[config.mk]
export PLATFORM = sky130hd
export DESIGN_NAME = nv_ram_rwsp_init
export DESIGN_NICKNAME = d
export VERILOG_FILES = /design/src/rtl/nv_ram_pkg.sv /design/src/rtl/nv_ram_init_seq.sv /design/src/rtl/nv_ram_rwsp_init.sv
export SDC_FILE = /design/constraint.sdc
export NUM_CORES = 2
export LEC_CHECK = 0
export ABC_CLOCK_PERIOD_IN_PS = 7490
export CAP_MARGIN = 20
export CELL_PAD_IN_SITES_DETAIL_PLACEMENT = 1
export CELL_PAD_IN_SITES_GLOBAL_PLACEMENT = 1
export CORE_MARGIN = 4
export CORE_UTILIZATION = 55
export DETAILED_ROUTE_END_ITERATION = 8
export PLACE_DENSITY_LB_ADDON = 0.15
export RECOVER_POWER = 100
export SLEW_MARGIN = 0
export SYNTH_ARGS = -nofsm -noshare
export SYNTH_HDL_FRONTEND = slang
export SYNTH_HIERARCHICAL = 1
export SYNTH_SLANG_ARGS = --single-unit
[constraint.sdc]
create_clock -name clk -period 7.49 [get_ports clk]
set_input_delay 1.1235 -clock clk [delete_from_list [all_inputs] [get_ports clk]]
set_output_delay 1.1235 -clock clk [all_outputs]
set_load 0.05 [all_outputs]
[src/rtl/nv_ram_pkg.sv]
// Shared types for the self-clearing 1R1W RAM.
// State encoding and read-collision mode selectors.
package nv_ram_pkg;

  typedef enum logic {
    INIT,
    READY
  } nv_ram_state_t;

  localparam int RD_WRITE_FIRST = 0;
  localparam int RD_READ_FIRST  = 1;

endpackage

[src/rtl/nv_ram_init_seq.sv]
// Post-reset self-clear sequencer: walks every entry once,
// then parks in READY until the next reset.
module nv_ram_init_seq
  import nv_ram_pkg::*;
#(
  parameter int AW    = 8,
  parameter int DEPTH = 256
) (
  input  logic          clk,
  input  logic          rst,
  output logic          init_we,
  output logic [AW-1:0] init_addr,
  output logic          init_done
);

  localparam logic [AW:0] LAST = (AW+1)'(DEPTH - 1);

  nv_ram_state_t state_q, state_d;
  logic [AW:0]   cnt_q, cnt_d;

  always_comb begin
    state_d = state_q;
    cnt_d   = cnt_q;
    if (state_q == INIT) begin
      cnt_d = cnt_q + 1'b1;
      if (cnt_q == LAST) state_d = READY;
    end
  end

  always_ff @(posedge clk or posedge rst) begin
    if (rst) begin
      state_q <= INIT;
      cnt_q   <= '0;
    end else begin
      state_q <= state_d;
      cnt_q   <= cnt_d;
    end
  end

  assign init_we   = (state_q == INIT);
  assign init_addr = cnt_q[AW-1:0];
  assign init_done = (state_q == READY);

endmodule

[src/rtl/nv_ram_rwsp_init.sv]
// Parametrised 1R1W RAM with post-reset self-clear, selectable
// read-collision behaviour and a sticky out-of-range flag.
module nv_ram_rwsp_init
  import nv_ram_pkg::*;
#(
  parameter int          DW       = 11,
  parameter int          AW       = 8,
  parameter int          DEPTH    = 256,
  parameter int          RD_MODE  = RD_WRITE_FIRST,
  parameter logic [DW-1:0] INIT_VAL = '0
) (
  input  logic          clk,
  input  logic          rst,
  input  logic [AW-1:0] ra,
  input  logic          re,
  input  logic          ore,
  output logic [DW-1:0] dout,
  input  logic [AW-1:0] wa,
  input  logic          we,
  input  logic [DW-1:0] di,
  input  logic [31:0]   pwrbus_ram_pd,
  output logic          init_done,
  output logic          addr_err
);

  if (DEPTH > 2**AW || DEPTH < 2) begin : g_bad_depth
    $fatal(1, "nv_ram_rwsp_init: DEPTH out of range");
  end

  localparam logic [AW:0] DEPTH_W = (AW+1)'(DEPTH);

  logic unused_pwrbus;
  assign unused_pwrbus = ^pwrbus_ram_pd;

  logic          init_we;
  logic [AW-1:0] init_addr;

  nv_ram_init_seq #(
    .AW    (AW),
    .DEPTH (DEPTH)
  ) u_seq (
    .clk       (clk),
    .rst       (rst),
    .init_we   (init_we),
    .init_addr (init_addr),
    .init_done (init_done)
  );

  logic [DW-1:0] mem [DEPTH];
  logic          ra_ok, wa_ok;
  logic          mem_we;
  logic [AW-1:0] mem_wa;
  logic [DW-1:0] mem_wd;
  logic [DW-1:0] rdata;

  assign ra_ok = {1'b0, ra} < DEPTH_W;
  assign wa_ok = {1'b0, wa} < DEPTH_W;

  // The init walk owns the write port until READY.
  always_comb begin
    mem_we = init_we;
    mem_wa = init_addr;
    mem_wd = INIT_VAL;
    if (init_done) begin
      mem_we = we && wa_ok;
      mem_wa = wa;
      mem_wd = di;
    end
  end

  always_ff @(posedge clk) begin
    if (mem_we) mem[mem_wa] <= mem_wd;
  end

  if (RD_MODE == RD_READ_FIRST) begin : g_rf
    logic [DW-1:0] rd_q, rd_d;

    always_comb begin
      rd_d = rd_q;
      if (init_done && re) rd_d = ra_ok ? mem[ra] : '0;
    end

    always_ff @(posedge clk or posedge rst) begin
      if (rst) rd_q <= '0;
      else     rd_q <= rd_d;
    end

    assign rdata = rd_q;
  end else begin : g_wf
    logic [AW-1:0] ra_q, ra_d;
    logic          ok_q, ok_d;

    always_comb begin
      ra_d = ra_q;
      ok_d = ok_q;
      if (init_done && re) begin
        ra_d = ra;
        ok_d = ra_ok;
      end
    end

    always_ff @(posedge clk or posedge rst) begin
      if (rst) begin
        ra_q <= '0;
        ok_q <= 1'b0;
      end else begin
        ra_q <= ra_d;
        ok_q <= ok_d;
      end
    end

    // Address held, array read late: same-cycle writes show through.
    assign rdata = ok_q ? mem[ra_q] : '0;
  end

  logic [DW-1:0] dout_q, dout_d;
  logic          addr_err_q, addr_err_d;

  always_comb begin
    dout_d     = dout_q;
    addr_err_d = addr_err_q;
    if (init_done) begin
      if (ore) dout_d = rdata;
      if ((re && !ra_ok) || (we && !wa_ok)) addr_err_d = 1'b1;
    end
  end

  always_ff @(posedge clk or posedge rst) begin
    if (rst) begin
      dout_q     <= '0;
      addr_err_q <= 1'b0;
    end else begin
      dout_q     <= dout_d;
      addr_err_q <= addr_err_d;
    end
  end

  assign dout     = dout_q;
  assign addr_err = addr_err_q;

endmodule

# Yosys cells after proc, flatten, opt, wreduce, memory -nomap -nowiden
# Memory sizes are Yosys's and may differ from the RTL's.
# Cells that the tools add are included.
[totals] reg_bits=30 mem_bits_rw=2816 out_inout_bits=13 word_cells=19 memories=1
[classes] addsub=1 n_eq_ne=1 n_mux=8 bitwise=1 reduce_logical=2
[mem_list] name="mem" words=256 width=11 read_ports=1 rd_clocked_by_memory_dff=0 write_ports=1 line_no="nv_ram_rwsp_init.sv:49" source="logic [DW-1:0] mem [DEPTH];"
[op_table] op="$mux W11" n=2
[op_table] op="$add A9 B1 Y9 const B" n=1
[op_table] op="$eq A9 B8 Y1 const B" n=1
[op_table] op="$mux W8" n=1
[op_table] op="$mux W1" n=5
[op_table] op="$reduce_and A2 Y1" n=1
[op_table] op="$logic_and A1 B1 Y1" n=1
[op_table] op="$not A1 Y1" n=1

# Depth between registers and ports, before layout
[logic_depth] word_depth=4 mapped_depth=14 depth_no_buf=7

# Hierarchy
# The synthesis kept the hierarchy.
[modules_own_cells] mod="nv_ram_rwsp_init" n_inst=1 cells_each=5159 area_each_um2=110807.5 seq_area_each_um2=85061.6
[modules_own_cells] mod="nv_ram_init_seq" n_inst=1 cells_each=47 area_each_um2=525.5 seq_area_each_um2=250.2

# Worst setup path after synthesis
# Ideal clock, no wire load.
[synth_timing] path_kind="register to register" startpoint="register u_seq.state_q (netlist: u_seq/init_done)" endpoint="memory mem[0][10] (data pin)" setup_ps=867 arrival_ps=4762 t_required_ps=6623 path_slack_ps=1861 stages_incl_launch_ff=5 synth_period_minus_slack_ps=5629 cell_sequence="dfrtp_1 -> clkbuf_1 -> clkbuf_1 -> clkbuf_1 -> and2_1"
[synth_via] elab_chain_len=1
[synth_lines] item="from (decl)" line_no="nv_ram_init_seq.sv:18" source="nv_ram_state_t state_q, state_d;"
[synth_lines] item="from (signal assigned)" line_no="nv_ram_init_seq.sv:35" source="state_q <= state_d;"
[synth_lines] item="$mux W11" line_no="nv_ram_rwsp_init.sv:64" source="if (init_done) begin"
[synth_lines] item="named net mem_wd[10]" line_no="nv_ram_rwsp_init.sv:53" source="logic [DW-1:0] mem_wd;"
[synth_lines] item="to (decl)" line_no="nv_ram_rwsp_init.sv:49"
# The timed path passes the listed nets, and every way through them passes these cells.

# Worst setup path after layout
[layout_timing] startpoint="register u_seq.state_q (netlist: u_seq/init_done)" endpoint="memory mem[45][9], enable pin"
[layout_via] elab_chain_len=4
[layout_lines] item="$not A1 Y1" line_no="nv_ram_init_seq.sv:40" source="assign init_we = (state_q == INIT);"
[layout_lines] item="named net init_we" line_no="nv_ram_rwsp_init.sv:35" source="logic init_we;"
[layout_lines] item="$mux W1" line_no="nv_ram_rwsp_init.sv:64"
[layout_lines] item="$mux W1" line_no="nv_ram_rwsp_init.sv:72" source="if (mem_we) mem[mem_wa] <= mem_wd;"
[layout_lines] item="$mux W1 (not written as such)" line_no="nv_ram_rwsp_init.sv:72"
# The timed path passes the listed nets, and every way through them passes these cells.

==> results.yml <==
run_status:
  status: "finished with violations"
  violations: "capacitance limit, slew limit"
die:
  initial_core_util: 0.555
  core_sq_um: 200000
  die_x_um: 458
  ios: 77
  placementRows: 164
  die_y_um: 458
  die_area_sq_um: 210000
worst_setup_path:
  critPathRequiredTime_ns: 7.87
  rr_startpoint: "u_seq/init_done"
  path_class: "reg2reg"
  rr_worst_depth: 5
  slowest_stage: "clkbuf_1"
  end_kind: "flop"
  cp_data_arrival_time_ns: 6.51
  crit_chain: "inv_1 > mux2_1 > nand3_2 > clkbuf_1 > nor2_1"
  r2r_setup_slack_ns: 1.36
  r2r-end: "mem[45][9]"
  startpoint_type: "flop"
  path_max_fanout: 48
  max_stage_delay_ns: 2.10
power_and_ir_drop:
  leakage_nw: 30.3
  p_per_area_nw_per_um2: 253
  p_total_w: 0.0313
  vdd_drop_max_mv: 0.257
cts:
  cts_hold_buf: 0
  cts_tree: "yes"
  cts_root_buffer: "clkbuf_16"
  cts.sinks: 2846
  clockBufferDepth: 4
  path_clk_slew_ns: 0.06
  htree_levels: 5
  cts_resized: 0
  clk_latency_ns: 0.93
  post_cts_buffers: 0
  cts_buffers: 304
layout:
  nNetsFinal: 5609
  nFillCells: 16212
  final_cells: 8419
  post-route-cell-area_sq_um: 124000
  layout-drive-gt1-share: 0.200
  final_cell_mix: "2816 x edfxtp_1, 623 x mux4_2, 314 x mux2i_1"
  register_area_sq_um: 85300
  multi_input_area_sq_um: 23700
  layout_commonest_cell: "edfxtp_1"
  area_growth_pct: 11.2
yosys:
  syn-cell-area_sq_um: 111000
  ys_seq_elements: 2846
  ys.flop_type: "edfxtp_1"
  syn_inst: 5206
  synth-async-reset-ratio: 0.0105
  ys_types: 76
  synth.avg_cell_area_sq_um: 21.4
  synth_nets: 5272
  synth_area_leaders: "edfxtp_1 76%, mux4_2 13%, mux2i_1 2.8%"
  synth_edf_count: 2816
  synth_area_leader_cell: "edfxtp_1"
  synth_seq_area_share: 0.766
  yosysTopAreaCellShare: 0.760
  yosys_warnings: 6
timing:
  worst_pin_slew_ns: 3.64
  min_period_over_period: 0.818
  fin_hold_ws_ns: 0.530
  slew_violations: 1398
  rsz0062_at_grt: "no"
  min_period_ns: 6.13
  fmax_mhz: 163
  setup_violations: 0
  maxSlewHeadroom: -1.43
  fin_setup_tns_ns: 0
  clock_skew_ns: 0.0453
  finalHoldViolCount: 0
drt:
  vias_per_cell: 6.72
  drt_first_pass_iters: 5
  routed_wl_mm: 312
  ant_nets: 0
  drc: 0
  wl_per_cell_um: 37.1
  drtIter0Drc: 7578
  num_vias: 56586
placed_design:
  place_area_sq_um: 115000
  io_buffers: 43
  gp_congestion: 0.875
  hpwl_mm: 186
  dp.cells: 7779
grt:
  overflow: 0
  antenna_found_initial: 25
  grt_max_degree: 181
  grt_pass1_vias: 57734
  grtUsageTotal: 0.299
  grt_pass1_wl_mm: 443
min_path:
  whs_endpoint: "u_seq/cnt_q[8]"
  worstHoldPathType: "reg2reg"
  min_path_cells: 2
  min-delay-start: "u_seq/cnt_q[8]"
flow_run:
  cap_viol_max_count: 33
==> logic make-up (layout without fill, tap and decap cells) <==
logic type | count (synthesis) | in the layout | share of synthesized area
flops | 2846 | 2846 | 0.766
mux | 974 | 974 | 0.160
simple gates | 613 | 613 | 0.0241
compound gates | 432 | 432 | 0.0273
buf+inv | 331 | 880 | 0.0211
xor+xnor | 7 | 7 | 0.000551
fa+ha+maj | 2 | 2 | 0.000225
other cells | 1 | 9 | 0.0000337
==> where the power goes <==
group           total, W  internal (W)  switching (W)
registers         0.0172        0.0172              0
logic          0.0000271     0.0000151      0.0000120
clock network     0.0141       0.00814        0.00593
==> sequential cells by signal, summed over array words and instances (netlist names) <==
register         count
dout                11
g_wf.ok_q            1
g_wf.ra_q            8
mem               2816
u_seq/cnt_q          9
u_seq/init_done      1
==> layer usage <==
| layer | wire (um) | GRT usage | up-vias |
|---|---|---|---|
| li1 | - | - | 22479 |
| met1 | 120000 | 0.425 | 30354 |
| met2 | 149000 | 0.463 | 3126 |
| met3 | 29700 | 0.0582 | 621 |
| met4 | 14200 | 0.119 | 6 |
| met5 | 46 | 0 | - |
==> area by class of cell <==
class | instances | share of cell area
Sequential cell | 2846 | 0.689
Timing Repair Buffer | 344 | 0.0178
Antenna cell | 8 | 0.000162
Clock buffer | 386 | 0.0653
Inverter | 18 | 0.000606
Clock inverter | 132 | 0.00834
Multi-Input combinational cell | 2029 | 0.192
Tap cell | 2656 | 0.0268
==> worst max-delay path by stage <==
stage / slack [ns] / from / cells after the start / end
2_1_floorplan: 1.86 / u_seq/init_done / 4 / mem[0][10]
3_3_place_gp: 2.79 / g_wf.ra_q[0] / 7 / dout[3]
3_5_place_dp: 2.76 / g_wf.ra_q[0] / 7 / dout[3]
4_1_cts: 2.73 / g_wf.ra_q[0] / 7 / dout[3]
5_1_grt: 1.30 / g_wf.ra_q[0] / 8 / dout[3]
6_report: 1.36 / u_seq/init_done / 5 / mem[45][9]
==> Yosys cell counts (20+ instances only) <==
cell type,count
a21oi_1,85
a22oi_1,29
and2_1,25
buf_1,20
buf_2,69
buf_4,31
buf_6,51
buf_8,22
clkbuf_1,100
dfrtp_1,30
edfxtp_1,2816
mux2i_1,314
mux4_2,623
nand2_1,118
nand3_1,54
nor2_1,314
nor3_1,34
o21ai_0,34
o221ai_1,88
o22ai_1,70
==> stage by stage <==
step | setup slack, ns | util
after CTS | 2.73 | 0.618
after global routing | 1.30 | 0.618
after floorplan | 1.86 | -
after detailed placement | 2.76 | 0.572
final | 1.36 | 0.618
after global placement | 2.79 | 0.571
==> critical path: cells and delay by family (launching register included) <==
kind | cells | cell delay, ns
buffers and inverters | 2 | 2.29
flip-flops | 1 | 1.40
AND/OR/NAND/NOR | 2 | 1.16
multiplexers | 1 | 0.66
Power figures use the tool's default switching activity.
